===== src/rtl/simon_datapath_param.sv =====
// Simon game datapath: stores a growing pattern sequence, plays it back with a
// fixed per-step hold time, checks the player's repeat and loops it when done.
module simon_datapath_param #(
  parameter int WIDTH   = 4,
  parameter int DEPTH   = 64,
  parameter int PB_HOLD = 4
) (
  input  logic                       clk,
  input  logic                       rst,
  input  logic                       level,
  input  logic [WIDTH-1:0]           pattern,
  input  logic                       btn_valid,
  input  logic                       restart,
  output logic [WIDTH-1:0]           leds,
  output logic [2:0]                 mode_leds,
  output logic                       win,
  output logic [$clog2(DEPTH):0]     score
);

  localparam int AW = $clog2(DEPTH);
  localparam int LW = AW + 1;
  localparam int HW = (PB_HOLD > 1) ? $clog2(PB_HOLD) : 1;

  typedef enum logic [1:0] {
    S_INPUT    = 2'd0,
    S_PLAYBACK = 2'd1,
    S_REPEAT   = 2'd2,
    S_DONE     = 2'd3
  } state_t;

  state_t           state_q, state_d;
  logic [LW-1:0]    len_q, len_d;
  logic [AW-1:0]    pb_idx_q, pb_idx_d;
  logic [AW-1:0]    rp_idx_q, rp_idx_d;
  logic [HW-1:0]    hold_q, hold_d;
  logic             win_q, win_d;
  logic             level_q, level_d;

  logic [WIDTH-1:0] mem_q [DEPTH];
  logic             mem_we;
  logic [WIDTH-1:0] rd_pb;
  logic [WIDTH-1:0] rd_rp;

  logic             legal;
  logic             hold_last;
  logic             pb_last;
  logic             rp_last;
  logic             len_full;
  logic [LW-1:0]    len_m1;

  assign rd_pb     = mem_q[pb_idx_q];
  assign rd_rp     = mem_q[rp_idx_q];
  assign legal     = level_q ? (pattern != '0) : $onehot(pattern);
  assign hold_last = (hold_q == HW'(PB_HOLD - 1));
  assign len_m1    = len_q - LW'(1);
  assign pb_last   = ({1'b0, pb_idx_q} == len_m1);
  assign rp_last   = ({1'b0, rp_idx_q} == len_m1);
  assign len_full  = (len_q == LW'(DEPTH));

  always_comb begin
    state_d  = state_q;
    len_d    = len_q;
    pb_idx_d = pb_idx_q;
    rp_idx_d = rp_idx_q;
    hold_d   = hold_q;
    win_d    = win_q;
    mem_we   = 1'b0;
    // Difficulty is sampled only while the game has not started yet.
    level_d  = (state_q == S_INPUT && len_q == '0) ? level : level_q;

    if (restart) begin
      state_d  = S_INPUT;
      len_d    = '0;
      pb_idx_d = '0;
      rp_idx_d = '0;
      hold_d   = '0;
      win_d    = 1'b0;
    end else begin
      case (state_q)
        S_INPUT: begin
          if (btn_valid && legal) begin
            mem_we   = 1'b1;
            len_d    = len_q + LW'(1);
            pb_idx_d = '0;
            hold_d   = '0;
            state_d  = S_PLAYBACK;
          end
        end

        S_PLAYBACK: begin
          if (hold_last) begin
            hold_d = '0;
            if (pb_last) begin
              rp_idx_d = '0;
              state_d  = S_REPEAT;
            end else begin
              pb_idx_d = pb_idx_q + AW'(1);
            end
          end else begin
            hold_d = hold_q + HW'(1);
          end
        end

        S_REPEAT: begin
          if (btn_valid) begin
            if (pattern == rd_rp) begin
              if (!rp_last) begin
                rp_idx_d = rp_idx_q + AW'(1);
              end else if (len_full) begin
                win_d    = 1'b1;
                pb_idx_d = '0;
                hold_d   = '0;
                state_d  = S_DONE;
              end else begin
                state_d = S_INPUT;
              end
            end else begin
              win_d    = 1'b0;
              pb_idx_d = '0;
              hold_d   = '0;
              state_d  = S_DONE;
            end
          end
        end

        S_DONE: begin
          if (hold_last) begin
            hold_d   = '0;
            pb_idx_d = pb_last ? '0 : pb_idx_q + AW'(1);
          end else begin
            hold_d = hold_q + HW'(1);
          end
        end

        default: state_d = S_INPUT;
      endcase
    end
  end

  always_ff @(posedge clk or posedge rst) begin
    if (rst) begin
      state_q  <= S_INPUT;
      len_q    <= '0;
      pb_idx_q <= '0;
      rp_idx_q <= '0;
      hold_q   <= '0;
      win_q    <= 1'b0;
      level_q  <= 1'b0;
    end else begin
      state_q  <= state_d;
      len_q    <= len_d;
      pb_idx_q <= pb_idx_d;
      rp_idx_q <= rp_idx_d;
      hold_q   <= hold_d;
      win_q    <= win_d;
      level_q  <= level_d;
    end
  end

  // Memory is not reset; rst gating keeps a reset edge from landing a write.
  always_ff @(posedge clk) begin
    if (mem_we && !rst) begin
      mem_q[len_q[AW-1:0]] <= pattern;
    end
  end

  always_comb begin
    leds      = pattern;
    mode_leds = 3'b001;
    case (state_q)
      S_INPUT: begin
        leds      = pattern;
        mode_leds = 3'b001;
      end
      S_PLAYBACK: begin
        leds      = rd_pb;
        mode_leds = 3'b010;
      end
      S_REPEAT: begin
        leds      = pattern;
        mode_leds = 3'b100;
      end
      S_DONE: begin
        leds      = rd_pb;
        mode_leds = 3'b111;
      end
      default: begin
        leds      = pattern;
        mode_leds = 3'b001;
      end
    endcase
  end

  assign win   = win_q;
  assign score = len_q;

endmodule


===== config.mk =====
export PLATFORM = sky130hd
export DESIGN_NAME = simon_datapath_param
export DESIGN_NICKNAME = d
export VERILOG_FILES = /design/src/rtl/simon_datapath_param.sv
export SDC_FILE = /design/constraint.sdc
export NUM_CORES = 1
export LEC_CHECK = 0
export BUFFER_PORTS_ARGS = -buffer_cell sky130_fd_sc_hd__clkbuf_2
export CAP_MARGIN = 20
export CORE_ASPECT_RATIO = 0.5
export CORE_MARGIN = 1
export CORE_UTILIZATION = 68
export DETAILED_ROUTE_END_ITERATION = 8
export GPL_ROUTABILITY_DRIVEN = 0
export MAX_ROUTING_LAYER = met4
export PLACE_DENSITY = 0.82
export SLEW_MARGIN = 20
export SYNTH_ARGS = -nofsm -noshare
export SYNTH_HDL_FRONTEND = slang
export SYNTH_SLANG_ARGS = --single-unit

===== constraint.sdc =====
create_clock -name clk -period 9.75 [get_ports clk]
set_input_delay 0.4875 -clock clk [delete_from_list [all_inputs] [get_ports clk]]
set_output_delay 0.4875 -clock clk [all_outputs]
set_load 0.03 [all_outputs]

Yosys cells after proc, flatten, opt, wreduce, memory -nomap -nowiden
Memory sizes are Yosys's and may differ from the RTL's.
Index checks and enable logic that the tools add are counted.
{"block": "op_classes", "muxes": 52, "eq_ne": 21, "n_addsub": 8, "reduce_logical": 21}
{"operator": "6-bit 2-to-1 mux", "n": 16}
{"operator": "2-bit 2-to-1 mux", "n": 15}
{"operator": "3-bit != test (second input constant)", "n": 9}
{"operator": "6-bit case mux with 4 select lines", "n": 1}
{"operator": "7-bit 2-to-1 mux", "n": 3}
{"operator": "6-bit by 7-bit == test with 1-bit output", "n": 2}
{"operator": "6-bit by 1-bit adder with 6-bit output (second input constant)", "n": 2}
{"operator": "1-bit 2-to-1 mux", "n": 12}
{"operator": "2-bit case mux with 3 select lines", "n": 2}
{"operator": "3-bit case mux with 4 select lines", "n": 1}
{"operator": "6-bit case mux with 2 select lines", "n": 1}
{"operator": "6-bit AND reduction", "n": 2}
{"operator": "4-bit != test (second input constant)", "n": 2}
{"operator": "4-bit case mux with 2 select lines", "n": 1}
{"operator": "4-bit AND reduction", "n": 2}
{"operator": "2-bit nonzero test", "n": 4}
{"operator": "4-bit nonzero test", "n": 2}
{"operator": "7-bit by 1-bit adder with 7-bit output (second input constant)", "n": 1}
{"operator": "7-bit == test (second input constant)", "n": 1}
{"operator": "7-bit zero test", "n": 1}
{"operator": "7-bit AND reduction", "n": 1}
{"operator": "7-bit by 1-bit subtractor with 7-bit output (second input constant)", "n": 1}
{"operator": "2-bit == test (second input constant)", "n": 3}
{"operator": "1-bit by 1-bit adder with 2-bit output", "n": 2}
{"operator": "12 further kinds", "n": 15}
{"block": "totals", "ram_bits": 256, "regBits": 25, "output_inout_bits": 15, "word_cells": 110, "input_bits": 9, "mem_count": 1}
{"name": "mem_q", "words": 64, "word_bits": 4, "read_ports": 2, "rd_clocked_by_memory_dff": 0, "wr": 1, "line": "39", "text": "logic [WIDTH-1:0] mem_q [DEPTH];"}

Logic depth before layout (Yosys ltp)
Gate-level depths: netlist of the first run.
{"block": "logic_depth", "depth_word": 11, "depth_mapped": 13}

Worst setup path after synthesis of the first run
Ideal clock, no wire load.
{"block": "synth_path", "kind": "reg2out", "start": "reg pb_idx_q[0]", "end": "out leds[0]", "path_slack_ns": 5.854, "n_path_buf": 3, "path_stages_with_launch": 9, "arrival_ns": 3.408, "required_ns": 9.263, "path_cell_list": "dfrtp_1 > clkbuf_1 > buf_1 > buf_1 > mux4_2 > mux4_2 > mux4_2 > nand2_1 > o21ai_0"}
{"block": "synth_via", "elab_chain_len": 2}
{"element": "start, declared", "line": "33", "text": "logic [AW-1:0] pb_idx_q, pb_idx_d;"}
{"element": "start signal, assigned", "line": "152", "text": "pb_idx_q <= pb_idx_d;"}
{"element": "memory 64 x 4 bit"}
{"element": "4-bit case mux with 2 select lines", "line": "170", "text": "case (state_q)"}
{"element": "end, declared", "line": "14", "text": "output logic [WIDTH-1:0] leds,"}
Every way passes these cells.

Final worst setup path of the first run
{"block": "layout_path", "start": "in pattern[3]", "end": "mem mem_q[50][3], enable pin"}
{"block": "layout_via", "elab_chain_len": 11}
{"element": "start, declared", "line": "11", "text": "input logic [WIDTH-1:0] pattern,"}
{"element": "1-bit by 1-bit adder with 2-bit output (implied by the code)", "line": "53", "text": "assign legal = level_q ? (pattern != '0) : $onehot(pattern);"}
{"element": "2-bit by 2-bit adder with 3-bit output (implied by the code)", "line": "53"}
{"element": "3-bit by 1-bit == test with 1-bit output", "line": "53"}
{"element": "1-bit 2-to-1 mux *", "line": "53"}
{"element": "1-bit logical AND *", "line": "81", "text": "if (btn_valid && legal) begin"}
{"element": "1-bit 2-to-1 mux *", "line": "81"}
{"element": "1-bit 2-to-1 mux *", "line": "79", "text": "case (state_q)"}
{"element": "1-bit 2-to-1 mux *", "line": "71", "text": "if (restart) begin"}
{"element": "1-bit logical AND *", "line": "162", "text": "if (mem_we && !rst) begin"}
{"element": "1-bit 2-to-1 mux *", "line": "162"}
{"element": "1-bit 2-to-1 mux (implied by the code) *", "line": "163", "text": "mem_q[len_q[AW-1:0]] <= pattern;"}
{"element": "end, declared", "line": "39"}
Every way passes the cells marked *; elsewhere a longest branch is shown, timed or not.

==> results of run 1 <==
[cell type report]
class	count	area [sq um]	share of cell area
flip-flops and latches	281	8320	0.540
inverters	23	86.3	0.00560
clock buffers	27	612	0.0397
multi-input cells	519	5650	0.367
well taps	273	342	0.0222
diodes	1	2.50	0.000162
clock inverters	17	195	0.0127
repair buffers	35	205	0.0133
[metal layers]
layer	wire, microns	vias to the layer above	track usage
met5	0	-	-
met4	1590	0	0.115
met3	7500	145	0.159
met2	17300	990	0.551
met1	13700	4565	0.542
li1	-	3575	-
[cell usage in the layout, fill, tap and decap left out, types with 5 or more instances in the layout]
cell	n
edfxtp_1	256
mux4_2	131
nor2_1	100
nand2_1	41
clkbuf_16	24
clkbuf_2	23
inv_1	20
dfrtp_1	20
mux2i_1	18
nand3_1	16
o21ai_0	15
ha_1	13
nor3_1	12
a21oi_1	12
buf_4	12
xor2_1	11
mux2_2	11
mux4_1	11
xnor2_1	9
nor2b_1	9
nand4_1	8
a31oi_1	8
nor4_1	7
a22oi_1	7
clkinv_1	7
clkinv_2	7
and3_1	5
nand2b_1	5
o21ai_1	5
[power by group through the flow]
stage	combinational, mW	clock [mW]	sequential (mW)
floorplan	0.398	0	1.37
global placement	0.512	0	1.39
detailed placement	0.520	0	1.39
CTS	0.524	1.00	1.36
global route	0.564	1.04	1.37
finish	0.535	1.00	1.36
[metrics by stage]
stage          hold WS, ns  cells  total power [mW]
6_report            0.0412   1176              2.90
5_1_grt             0.0951   1176              2.97
4_1_cts              0.173   1175              2.89
3_5_place_dp         0.547   1131              1.91
3_3_place_gp         0.513   1131              1.90
2_1_floorplan        0.495    881              1.77
[state kept, by name (all words and copies together) (netlist names)]
signal    cells
win           1
pb_idx_q      6
mem_q       256
hold_q        2
level_q       1
state_q       2
rp_idx_q      6
score         7
[path summary, 6_finish.rpt]
check                                              from                       to  slack (ns)
worst min register to register    hold_q[1]$_DFFE_PP0P_    hold_q[1]$_DFFE_PP0P_        0.56
worst max register to register  rp_idx_q[0]$_DFFE_PP0P_  rp_idx_q[1]$_DFFE_PP0P_        5.06
worst min-delay path                                rst     score[0]$_DFFE_PP0P_        0.04
min in group clk                                  level      level_q$_DFFE_PP0P_        0.18
worst max-delay path                         pattern[3]   mem_q[50][3]$_DFFE_PP_        4.67
max in group asynchronous                           rst  pb_idx_q[0]$_DFFE_PP0P_        9.19
[cell families (layout without fill, tap and decap cells)]
kind of cell | after synthesis | count (layout)
multiplexers | 172 | 172
flip-flops | 281 | 281
other | 0 | 1
AND/OR/NAND/NOR | 229 | 229
buffers and inverters | 81 | 102
XOR/XNOR | 23 | 23
AO/OA/AOI/OAI | 81 | 81
adder cells (fa/ha/maj) | 14 | 14
[worst max-delay path, delay by kind of cell]
family / cells / cell delay (ns)
fa+ha+maj: 3 / 1.00
buf+inv: 4 / 1.02
simple gates: 5 / 2.58
compound gates: 1 / 0.13
[synth_stat cells, types with 8 or more instances]
cell type / n / area, sq um
nor3_1: 12 / 60.1
a31oi_1: 8 / 50.1
nor2_1: 100 / 375
buf_1: 12 / 45.0
nand4_1: 8 / 50.1
dfrtp_1: 25 / 626
mux2_2: 11 / 124
ha_1: 13 / 163
buf_2: 9 / 45.0
mux2i_1: 18 / 180
nand2_1: 41 / 154
buf_6: 9 / 101
xnor2_1: 9 / 78.8
mux4_2: 131 / 2950
clkbuf_1: 23 / 86.3
xor2_1: 11 / 96.3
inv_1: 21 / 78.8
o21ai_0: 15 / 75.1
nor2b_1: 9 / 56.3
mux4_1: 11 / 289
a21oi_1: 12 / 60.1
edfxtp_1: 256 / 7690
nand3_1: 16 / 80.1
==> flow_summary.ini, run 1 <==
[die]
rows = 37
core-area_sq_um = 20600
dieArea_sq_um = 21800
die_x_microns = 208
pin_count = 24
die_y_microns = 105
initial_utilization = 0.698

[clock_tree]
cts_root_buf = clkbuf_16
post_cts_resized = 0
insertion_delay_ns = 0.55
post-cts-setup-buffer-count = 0
cts_hold_buffers = 0
cts_sinks = 281
h-tree-depth = 1
cts_tree = yes
cts.clk_slew.worst_paths_ns = 0.07
cts_buffers = 24
cts_buffer_depth = 3

[route]
num_vias = 9275
first_pass_iters = 9
drt_iter0_drc = 1794
avgRoutedWirePerCell_microns = 34.1
wl_microns = 40100
viasPerCell = 7.89
ant_nets = 0
remaining_drc_errors = 0

[power]
power.density_nw_per_um2 = 188
switching_share = 0.269
ir_drop_mv = 0.106
p_comb_frac = 0.185
leakagePower_nw = 4.83
seqPwrFrac = 0.470
p_clk_frac = 0.345
switchingPower_mw = 0.781
p_int_mw = 2.12

[logic_synthesis]
synth_nets = 904
synth.mux.area_fraction = 0.247
syn_inst = 881
syn_area_sq_um = 14400
synth_edf_count = 256
synth_xor_area_frac = 0.0160
ys_ff_latch = 281
synth_compound_area_frac = 0.0420
async_flop_share = 0.0890
synthSimpleGateAreaFrac = 0.0749
synthAdderAreaFrac = 0.0127
ys_warn_count = 0
avgSynthCellArea_sq_um = 16.3
yosysSeqAreaShare = 0.577
synth_top_family_by_area = multiplexers
ys.flop_type = edfxtp_1
synth_cell_type_count = 72

[global_routing]
grt_pass1_vias = 9033
antenna_found_initial = 1
grt_pass1_wl_microns = 59200
grt.total_usage = 0.395
overflow = 0
grt_max_degree = 69

[worst_setup_path]
worst-path-max-fanout = 66
start_kind = primary input
slowest_stage = nand2_1
arrival_ns = 5.28
end_kind = register
cp_slowest_stage_delay_ns = 0.75
worstPathCellList = clkbuf_2 > buf_4 > inv_1 > fa_1 > inv_1 > ha_1 > ha_1 > nor3b_1 > o211ai_1 > or2_2 > nor4_1 > nand2_1 > nor2_1
worstSetupPathType = primary input to register
worstRegToRegCells = 10
worstPathRequired_ns = 9.95

[placement]
dp_hpwl_microns = 25900
dp_slack_ns = 4.48
io_buffers = 23
placed_cell_area_sq_um = 14600

[final_layout]
drive_above_1_share = 0.259
fin_area_sq_um = 15400
post-route-util = 0.747
area_delta_synth_final_pct = 7.03
layout.nets = 907
fillerInstances = 1141

[worst_hold_path]
hold_class = primary input to asynchronous set/reset pin

[sta]
worst_slack_ns = 4.67
rsz0062_at_grt = no
max_slew.worst_pin.slew_ns = 1.06
period_share = 0.521
tns_ns = 0
hold_viol = 0
skew_ns = 0.0256
clock.fmax_mhz = 197
maxSlewHeadroom = 0.294
post-route-min-period_ns = 5.08
finalSetupViolCount = 0
drv_slew = 0

[job]
drv_cap = 0

[outcome]
status = finished clean
(Power assumes the default switching activity.)
==> inputs of run 2 (changes only) <==
--- a/config.mk
+++ b/config.mk
@@ -5,15 +5,16 @@
 export SDC_FILE = /design/constraint.sdc
 export NUM_CORES = 1
 export LEC_CHECK = 0
+export ABC_AREA = 1
 export BUFFER_PORTS_ARGS = -buffer_cell sky130_fd_sc_hd__clkbuf_2
 export CAP_MARGIN = 20
 export CORE_ASPECT_RATIO = 0.5
 export CORE_MARGIN = 1
-export CORE_UTILIZATION = 68
+export CORE_UTILIZATION = 57
 export DETAILED_ROUTE_END_ITERATION = 8
 export GPL_ROUTABILITY_DRIVEN = 0
 export MAX_ROUTING_LAYER = met4
-export PLACE_DENSITY = 0.82
+export PLACE_DENSITY = 0.73
 export SLEW_MARGIN = 20
 export SYNTH_ARGS = -nofsm -noshare
 export SYNTH_HDL_FRONTEND = slang
==> constraint.sdc (replaced) <==
create_clock -name clk -period 4.45 [get_ports clk]
set_input_delay 0.2225 -clock clk [delete_from_list [all_inputs] [get_ports clk]]
set_output_delay 0.2225 -clock clk [all_outputs]
set_load 0.03 [all_outputs]
==> flow_summary.ini, run 2 <==
[sta]
post-route-min-period_ns = 4.01
skew_ns = 0.0129
period_share = 0.900
finalSetupViolCount = 0
maxSlewHeadroom = 0.222
clock.fmax_mhz = 250
rsz0062_at_grt = no
worst_slack_ns = 0.444
max_slew.worst_pin.slew_ns = 1.16
drv_slew = 0
tns_ns = 0
hold_viol = 0

[power]
ir_drop_mv = 0.351
power.density_nw_per_um2 = 567
leakagePower_nw = 6.00

[worst_hold_path]
hold_class = primary input to register
whs_path_depth = 2

[final_layout]
largest_reg_flops = 256
layout.nets = 1694
drive_above_1_share = 0.0740
layout_commonest_cell = nand2_1
final_cell_mix = 400 x nand2_1, 260 x nor2_1, 256 x edfxtp_1, 241 x nand3_1, 166 x o21ai_0
area_delta_synth_final_pct = 7.78

[clock_tree]
cts_root_buf = clkbuf_16
insertion_delay_ns = 0.56
cts.clk_slew.worst_paths_ns = 0.07
cts_tree = yes
cts_buffers = 25
post-cts-setup-buffer-count = 0
h-tree-depth = 1
cts_buffer_depth = 3
cts_sinks = 281

[die]
core-area_sq_um = 25400
die_y_microns = 116
rows = 41
pin_count = 24
die_x_microns = 231
dieArea_sq_um = 26900
initial_utilization = 0.586

[worst_setup_path]
cp_slowest_stage_delay_ns = 0.53
slowest_stage = dfrtp_4
worstSetupPathType = register to primary output
worst-path-max-fanout = 40
worstRegToRegCells = 17
worstPathCellList = clkinv_2 > buf_4 > o21ai_0 > o22ai_1 > o21ai_0 > o221ai_1 > a31oi_1 > a22oi_1 > clkbuf_2
arrival_ns = 3.78
worstPathRequired_ns = 4.23
end_kind = primary output
start_kind = register
crit_top_cell = o21ai_0

[logic_synthesis]
syn_area_sq_um = 14900
synth_top_area_share = 0.515
synth_cell_type_count = 39
synth_top_cell_by_area = edfxtp_1
ys_top_cells_by_area = edfxtp_1 52%, nand2_1 10%, nand3_1 8.1%, nor2_1 6.5%, o21ai_0 5.6%
yosysMostFrequentCell = nand2_1
synth_nets = 1722
synth_common_cells = 400 x nand2_1, 260 x nor2_1, 256 x edfxtp_1, 241 x nand3_1, 166 x o21ai_0
syn_inst = 1699
async_flop_share = 0.0890
ys_ff_latch = 281
yosysSeqAreaShare = 0.557
ys.flop_type = edfxtp_1
avgSynthCellArea_sq_um = 8.78
synth_edf_count = 256
ys_warn_count = 0

[route]
wl_microns = 47800
avgRoutedWirePerCell_microns = 23.5
remaining_drc_errors = 8
ant_nets = 0
drt_iter0_drc = 2658
viasPerCell = 6.62
first_pass_iters = 9
num_vias = 13500

[outcome]
failed_checks = design-rule violations
status = finished, violations left

[global_routing]
grt_pass1_wl_microns = 71300
antenna_found_initial = 1
grt_pass1_vias = 12500
grt.total_usage = 0.367
grt_max_degree = 73
overflow = 0

[job]
drv_cap = 0

[placement]
dp_hpwl_microns = 30300
io_buffers = 23
dp_slack_ns = 0.412
## run 2: changes by cell type after synthesis, sizes merged, moves of 9 or more
cell    change
nand3     +227
mux2       -11
inv        +33
buf        +27
nand2     +362
nor2      +163
o221ai     +13
o22ai      +66
mux2i      -18
nor2b       -9
mux4      -142
clkbuf     +33
o21ai     +150
## run 2: final timing paths
kind / start / to / slack, ns
worst max-delay path: pb_idx_q[0]$_DFFE_PP0P_ / leds[3] / 0.44
worst min-delay path: restart / score[4]$_DFFE_PP0P_ / 0.03
worst max register to register: rp_idx_q[0]$_DFFE_PP0P_ / rp_idx_q[1]$_DFFE_PP0P_ / 0.64
worst min register to register: hold_q[1]$_DFFE_PP0P_ / hold_q[1]$_DFFE_PP0P_ / 0.53
max in group asynchronous: rst / pb_idx_q[0]$_DFFE_PP0P_ / 3.62
min in group asynchronous: rst / score[5]$_DFFE_PP0P_ / 0.32
## run 2: cell type report
class,count,area (sq um)
Antenna cell,1,2.50
Clock buffer,25,626
Clock inverter,20,235
Fill cell,2044,9360
Inverter,55,210
Multi-Input combinational cell,1245,5800
Sequential cell,281,8320
Tap cell,344,430
Timing Repair Buffer,63,453
## run 2: cells by family after synthesis
| kind of cell | after synthesis | share of synthesized area |
|---|---|---|
| AND/OR/NAND/NOR | 931 | 0.260 |
| XOR/XNOR | 16 | 0.00939 |
| AO/OA/AOI/OAI | 283 | 0.106 |
| adder cells (fa/ha/maj) | 14 | 0.0122 |
| buffers and inverters | 173 | 0.0540 |
| multiplexers | 1 | 0.000755 |
| flip-flops | 281 | 0.557 |
## run 2: what timing repair did
item	4_1_cts	5_1_grt
resized for setup	0	0
setup endpoints to repair	0	0
hold buffers	2	0
endpoints found under the hold margin	26	0
## run 2: worst max-delay path, delay by kind of cell (launching register included)
kind / cells / cell delay [ns]
buffers and inverters: 3 / 1.08
AO/OA/AOI/OAI: 6 / 1.61
flip-flops: 1 / 0.53
## run 2: per-stage QoR
step | instance area [sq um] | power, mW | utilization | cells | hold slack [ns]
2_1_floorplan | 14900 | 5.72 | - | 1699 | 0.250
3_3_place_gp | 15200 | 6.59 | 0.597 | 1985 | 0.478
3_5_place_dp | 15200 | 6.64 | 0.597 | 1985 | 0.486
4_1_cts | 16100 | 8.93 | 0.631 | 2032 | 0.00929
5_1_grt | 16100 | 9.48 | 0.632 | 2034 | 0.0400
6_report | 16100 | 9.12 | 0.632 | 2034 | 0.0268
## run 2: power by group
part	leakage, nW	internal [mW]	total [mW]	switching, mW
sequential	2.63	2.93	3.05	0.117
combinational	2.98	1.04	3.75	2.71
clock	0.388	1.27	2.32	1.04
## run 2: per-layer routing
metal	routed length, microns	global-route usage
met5	0	-
met4	2260	0.147
met3	7850	0.114
met2	19800	0.531
met1	17900	0.483
